--- src/rtl/nv_nvdla_cmac_core_macn.sv ---
// ---------------------------------------------------------------------------
// nv_nvdla_cmac_core_macn
//
// One MAC cell of the convolution core: an ATOMC-lane signed dot product per
// atom, summed and accumulated over a configurable number of atoms (a group).
// At the end of each group it emits the saturated accumulation as a one-cycle
// pulse.
//
// Pipeline:  stage 1 = lane products, stage 2 = adder tree, stage 3 = accumulator
//            and output registers. The last atom of a group accepted in cycle T
//            produces mac_out_pvld in cycle T+3. The pipeline sustains one atom
//            per cycle.
//
// Ports
//   nvdla_core_clk   core clock, rising edge
//   nvdla_core_rstn  synchronous active-low reset
//   cfg_reg_en       config strobe: latches cfg_acc_len and flushes the datapath
//   cfg_acc_len      atoms per group (0 behaves as 1)
//   dat_actv_*       feature atom: packed lanes, per-lane non-zero mask, valid
//   wt_actv_*        weight atom: same packing
//   mac_out_data     signed accumulated result (held between pulses)
//   mac_out_pvld     one-cycle result-valid pulse
//   mac_out_sat      saturation seen anywhere in the group (held with data)
// ---------------------------------------------------------------------------
module nv_nvdla_cmac_core_macn #(
    parameter int ATOMC     = 8,
    parameter int BPE       = 8,
    parameter int ACC_GUARD = 4,
    localparam int SUM_W    = 2*BPE + $clog2(ATOMC),
    localparam int ACC_W    = SUM_W + ACC_GUARD
) (
    input  logic                   nvdla_core_clk,
    input  logic                   nvdla_core_rstn,
    input  logic                   cfg_reg_en,
    input  logic [7:0]             cfg_acc_len,
    input  logic [ATOMC*BPE-1:0]   dat_actv_data,
    input  logic [ATOMC-1:0]       dat_actv_nz,
    input  logic                   dat_actv_pvld,
    input  logic [ATOMC*BPE-1:0]   wt_actv_data,
    input  logic [ATOMC-1:0]       wt_actv_nz,
    input  logic                   wt_actv_pvld,
    output logic [ACC_W-1:0]       mac_out_data,
    output logic                   mac_out_pvld,
    output logic                   mac_out_sat
);

    localparam int PROD_W = 2*BPE;
    localparam logic [ACC_W-1:0] ACC_MAX = {1'b0, {(ACC_W-1){1'b1}}};
    localparam logic [ACC_W-1:0] ACC_MIN = {1'b1, {(ACC_W-1){1'b0}}};

    // A config strobe takes priority: an atom presented alongside it is dropped.
    logic atom_accept;
    assign atom_accept = dat_actv_pvld & wt_actv_pvld & ~cfg_reg_en;

    // -----------------------------------------------------------------------
    // Stage 1: per-lane products
    // -----------------------------------------------------------------------
    logic signed [PROD_W-1:0] prod_next [ATOMC];
    logic signed [PROD_W-1:0] prod_reg  [ATOMC];

    genvar gi;
    generate
        for (gi = 0; gi < ATOMC; gi++) begin : g_lane
            logic signed [BPE-1:0]    dat_op;
            logic signed [BPE-1:0]    wt_op;
            logic signed [PROD_W-1:0] lane_prod;
            assign dat_op = dat_actv_data[gi*BPE +: BPE];
            assign wt_op  = wt_actv_data[gi*BPE +: BPE];
            // Operands are sign-extended first so the low PROD_W bits of the
            // product are the exact signed result.
            assign lane_prod = PROD_W'(dat_op) * PROD_W'(wt_op);
            // A zero in either mask means the lane carries no contribution.
            assign prod_next[gi] = (dat_actv_nz[gi] & wt_actv_nz[gi]) ? lane_prod : '0;
        end
    endgenerate

    // Data-only registers: validity travels in the stage valid bits, so these
    // need no reset and load only when an atom is taken.
    always_ff @(posedge nvdla_core_clk) begin
        if (atom_accept) begin
            for (int i = 0; i < ATOMC; i++) begin
                prod_reg[i] <= prod_next[i];
            end
        end
    end

    // -----------------------------------------------------------------------
    // Stage 2: adder tree (SUM_W is wide enough that the sum is exact)
    // -----------------------------------------------------------------------
    logic signed [SUM_W-1:0] sum_next;
    logic signed [SUM_W-1:0] sum_reg;
    logic                    s1_vld_reg;
    logic                    s2_vld_reg;

    always_comb begin
        sum_next = '0;
        for (int i = 0; i < ATOMC; i++) begin
            sum_next = sum_next + SUM_W'(prod_reg[i]);
        end
    end

    always_ff @(posedge nvdla_core_clk) begin
        if (s1_vld_reg) begin
            sum_reg <= sum_next;
        end
    end

    // -----------------------------------------------------------------------
    // Stage 3: saturating accumulator, group counter, output registers
    // -----------------------------------------------------------------------
    logic signed [ACC_W-1:0] acc_reg;
    logic [7:0]              acc_len_reg;
    logic [7:0]              grp_cnt_reg;
    logic                    sticky_reg;
    logic [ACC_W-1:0]        out_data_reg;
    logic                    out_pvld_reg;
    logic                    out_sat_reg;

    logic signed [ACC_W:0]   acc_base;
    logic signed [ACC_W:0]   acc_total;
    logic                    acc_ovf;
    logic [ACC_W-1:0]        acc_next;
    logic                    sticky_next;
    logic                    grp_last;

    always_comb begin
        // The first atom of a group starts from zero instead of the old value.
        acc_base = '0;
        if (grp_cnt_reg != 8'd0) begin
            acc_base = {acc_reg[ACC_W-1], acc_reg};
        end
        // One extra bit of headroom: the top two bits disagree exactly when
        // the true sum is outside the ACC_W range.
        acc_total = acc_base + (ACC_W+1)'(sum_reg);
        acc_ovf   = acc_total[ACC_W] ^ acc_total[ACC_W-1];
        acc_next  = acc_total[ACC_W-1:0];
        if (acc_ovf) begin
            acc_next = acc_total[ACC_W] ? ACC_MIN : ACC_MAX;
        end
        sticky_next = sticky_reg | acc_ovf;
        grp_last    = (grp_cnt_reg == acc_len_reg - 8'd1);
    end

    always_ff @(posedge nvdla_core_clk) begin
        if (!nvdla_core_rstn) begin
            s1_vld_reg   <= 1'b0;
            s2_vld_reg   <= 1'b0;
            acc_reg      <= '0;
            acc_len_reg  <= 8'd1;
            grp_cnt_reg  <= 8'd0;
            sticky_reg   <= 1'b0;
            out_data_reg <= '0;
            out_pvld_reg <= 1'b0;
            out_sat_reg  <= 1'b0;
        end else if (cfg_reg_en) begin
            // Flush everything in flight; the last published result is kept.
            acc_len_reg  <= (cfg_acc_len == 8'd0) ? 8'd1 : cfg_acc_len;
            s1_vld_reg   <= 1'b0;
            s2_vld_reg   <= 1'b0;
            acc_reg      <= '0;
            grp_cnt_reg  <= 8'd0;
            sticky_reg   <= 1'b0;
            out_pvld_reg <= 1'b0;
        end else begin
            s1_vld_reg   <= atom_accept;
            s2_vld_reg   <= s1_vld_reg;
            out_pvld_reg <= 1'b0;
            if (s2_vld_reg) begin
                acc_reg <= acc_next;
                if (grp_last) begin
                    grp_cnt_reg  <= 8'd0;
                    sticky_reg   <= 1'b0;
                    out_data_reg <= acc_next;
                    out_sat_reg  <= sticky_next;
                    out_pvld_reg <= 1'b1;
                end else begin
                    grp_cnt_reg  <= grp_cnt_reg + 8'd1;
                    sticky_reg   <= sticky_next;
                end
            end
        end
    end

    assign mac_out_data = out_data_reg;
    assign mac_out_pvld = out_pvld_reg;
    assign mac_out_sat  = out_sat_reg;

endmodule

--- config.mk ---
export PLATFORM = sky130hd
export DESIGN_NAME = nv_nvdla_cmac_core_macn
export DESIGN_NICKNAME = d
export VERILOG_FILES = /design/src/rtl/nv_nvdla_cmac_core_macn.sv
export SDC_FILE = /design/constraint.sdc
export NUM_CORES = 2
export LEC_CHECK = 0
export BUFFER_PORTS_ARGS = -buffer_cell sky130_fd_sc_hd__buf_2
export CAP_MARGIN = 5
export CORE_MARGIN = 1.5
export CORE_UTILIZATION = 60
export DETAILED_ROUTE_END_ITERATION = 10
export PLACE_DENSITY_LB_ADDON = 0.05
export SLEW_MARGIN = 20
export SYNTH_ARGS = -nofsm -noshare
export SYNTH_HDL_FRONTEND = slang
export SYNTH_SLANG_ARGS = --single-unit
--- constraint.sdc ---
create_clock -name nvdla_core_clk -period 16 [get_ports nvdla_core_clk]
set_input_delay 4 -clock nvdla_core_clk [delete_from_list [all_inputs] [get_ports nvdla_core_clk]]
set_output_delay 4 -clock nvdla_core_clk [all_outputs]
set_load 0.03 [all_outputs]
==> reports/results.txt <==
# nets final -> 4,454
CTS H-Tree Depth -> 1
Initial core utilization -> 60.8%
Root buf cell -> clkbuf_16
Std-Cell Rows -> 84
IO Port Bufs -> 181
Slew HR -> 26.6%
Area contributors post-synth -> fa_1 (34%), edfxtp_1 (14%), ha_1 (11%)
Vias in the first global route -> 23,200
Worst min path class -> flop to flop
Top-area cell type share of the netlist area -> 33.8%
Count leader, synth -> inv_1
WL per Instance -> 16.0 um
CTS tree -> built
Setup_tns -> 0 ns
Max reg flops -> 128
Tot GR Track Use -> 26.0%
Area delta synth->final -> 7.57%
Most frequent cells after synthesis -> inv_1 (846), fa_1 (540), and2_1 (361), ha_1 (277), nand2_1 (189)
Leakage -> 17.2 nW
Net Sw Power -> 0.00239 W
Worst-path clk slew -> 0.06 ns
DPL Wire Length -> 58.2 mm
DRT antenna net count -> 0
DP Cell Count -> 4,141
Via density -> 5.15
Comb power frac -> 73.5%
Worst-Skew Late Latency -> 0.54 ns
FMAX -> 0.124 GHz
Post-cts resize count -> 0
Crit path required time -> 16.27 ns
Worst slew pin tran -> 1.10 ns
PD cells -> 150 nW/um^2
#FFs+latches synth -> 214
Post-Route WL -> 67.0 mm
Number of max-cap violations -> 0
Seq pwr share -> 15.4%
Final Hold Vio Count -> 0
Clock Skews -> 0.0142 ns
Hold_ws -> 0.444 ns
Synthesized area per cell -> 9.70 sq um
FILL cells -> 4,343
Synth cell types -> 68
Die area -> 54,800 sq um
Int Pwr -> 0.00279 W
Syn Nets -> 4,277
Status -> finished, final reports clean
Critical Path Sink Type -> flop
CP arrival -> 8.31 ns
Power share of the clock group -> 11.1%
First-pass GRT wire length -> 114 mm
Net Sw Frac -> 46.1%
Share of layout cells above drive strength 1 -> 7.80%
Num CTS Buffers -> 25
Clk buf depth -> 3
Die span in x -> 234 um
Sequential share of the synthesized area -> 18.0%
Netlist Area Pre-Place -> 32,000 sq um
Top FF cell, synth -> edfxtp_1
Largest net degree at the start of global routing -> 81
DRC errors left -> 0
Peak VDD IR -> 0.000157 V
Total grt overflow -> 0
Crit path time final -> 8.04 ns
DR vias -> 21,600
Critical path fanouts, max -> 8
Worst setup SP type -> input port
Height of the die -> 234 um
Clock sinks -> 214
Critical path class -> input port to flop
Initial antenna violation count -> 4
Async set or reset register ratio after synthesis -> 0%
Cells after Synth -> 3,303
First DRT Iteration DRCs -> 998
PnR Total Power -> 0.00518 W
First-pass detailed-route iteration total -> 6
Post-synth top area cell -> fa_1
Max-slew violations -> 0
Final period utilization -> 50.2%
Number of synthesized flops with an enable pin -> 147
Finish-stage setup viols -> 0
Number of I/O pins -> 182
Non-Filler Instances -> 4,189
Core area -> 52,700 sq um
Post-CTS Hold Fix Bufs -> 0
Post-CTS Setup Bufs -> 0
Yosys warns -> 0
Placer Congestion -> 0.886
Final Util -> 65.4%
Unrepaired setup endpoints after global routing -> false
final cells by class:
class,count,area [sq um],share of cell area (%)
diodes,3,7.51,0.0218
clock buffers,26,629,1.83
clock inverters,19,200,0.581
inverters,846,3180,9.22
multi-input cells,2210,22900,66.5
flip-flops and latches,214,5760,16.7
well taps,688,861,2.50
repair buffers,183,921,2.67
layout by cell type (no fill, tap or decap), types with 11 or more instances in the layout:
| cell | instances |
|---|---|
| inv_1 | 846 |
| fa_1 | 540 |
| and2_1 | 361 |
| ha_1 | 277 |
| nand2_1 | 189 |
| buf_2 | 181 |
| edfxtp_1 | 147 |
| nor2_1 | 141 |
| xnor2_1 | 115 |
| nor2b_1 | 83 |
| a21oi_1 | 67 |
| dfxtp_1 | 67 |
| xor2_1 | 62 |
| a21o_1 | 49 |
| o21ai_0 | 42 |
| and3_1 | 40 |
| clkbuf_16 | 25 |
| nor3_1 | 24 |
| o21ai_1 | 24 |
| nand2b_1 | 23 |
| o2bb2ai_1 | 22 |
| nor2_4 | 20 |
| a31oi_1 | 18 |
| o21a_1 | 16 |
| mux2i_1 | 11 |
worst max-delay path, cell delays in order:
cell	delay (ns)
buf_2	0.14
and2_1	0.18
fa_1	0.54
inv_1	0.06
fa_1	0.53
inv_1	0.05
fa_1	0.48
inv_1	0.05
fa_1	0.47
inv_1	0.04
ha_1	0.30
nor2b_1	0.14
o21a_1	0.19
o41ai_1	0.46
o21a_1	0.25
o21ai_0	0.13
xnor2_1	0.21
nor2_1	0.06
routing by layer:
metal	vias up	track usage (%)	part of all wire (%)
met3	71	2.08	2.9
met5	-	0	0.019
met1	10800	34.1	43
met2	330	47.2	52
li1	10400	-	-
met4	2	5.47	2.0
per-stage QoR:
| stage | cell area [sq um] | worst slack (ns) |
|---|---|---|
| floorplan | 32000 | 5.73 |
| global placement | 33600 | 7.60 |
| detailed placement | 33600 | 7.45 |
| CTS | 34400 | 7.99 |
| global route | 34500 | 7.73 |
| finish | 34500 | 7.96 |
kinds of logic after synthesis:
logic type	Yosys count	share of synthesized area, %
compound gates	277	5.72
simple gates	918	15.6
fa+ha+maj	817	44.6
flops	214	18.0
buf+inv	879	10.6
xor+xnor	178	4.89
mux	20	0.660
power groups by stage:
| stage | clock (W) | combinational [W] | sequential [W] |
|---|---|---|---|
| floorplan | 0 | 0.00301 | 0.000793 |
| global placement | 0 | 0.00370 | 0.000811 |
| detailed placement | 0 | 0.00381 | 0.000810 |
| CTS | 0.000582 | 0.00384 | 0.000799 |
| global route | 0.000604 | 0.00436 | 0.000803 |
| finish | 0.000574 | 0.00381 | 0.000799 |
final timing paths:
path / end / from / slack [ns] / cells past startpoint
setup / recovery: prod_reg[1][47]$_SDFFCE_PN0P_ / dat_actv_data[53] / 7.96 / 18
hold / removal: acc_reg[12]$_SDFFE_PP0P_ / acc_reg[12]$_SDFFE_PP0P_ / 0.44 / 2
setup reg to reg: mac_out_data[12]$_SDFFE_PN0P_ / grp_cnt_reg[0]$_SDFFE_PP0P_ / 10.70 / 17
hold reg to reg: acc_reg[12]$_SDFFE_PP0P_ / acc_reg[12]$_SDFFE_PP0P_ / 0.44 / 2
No activity file was read; power rests on OpenSTA's default activity.
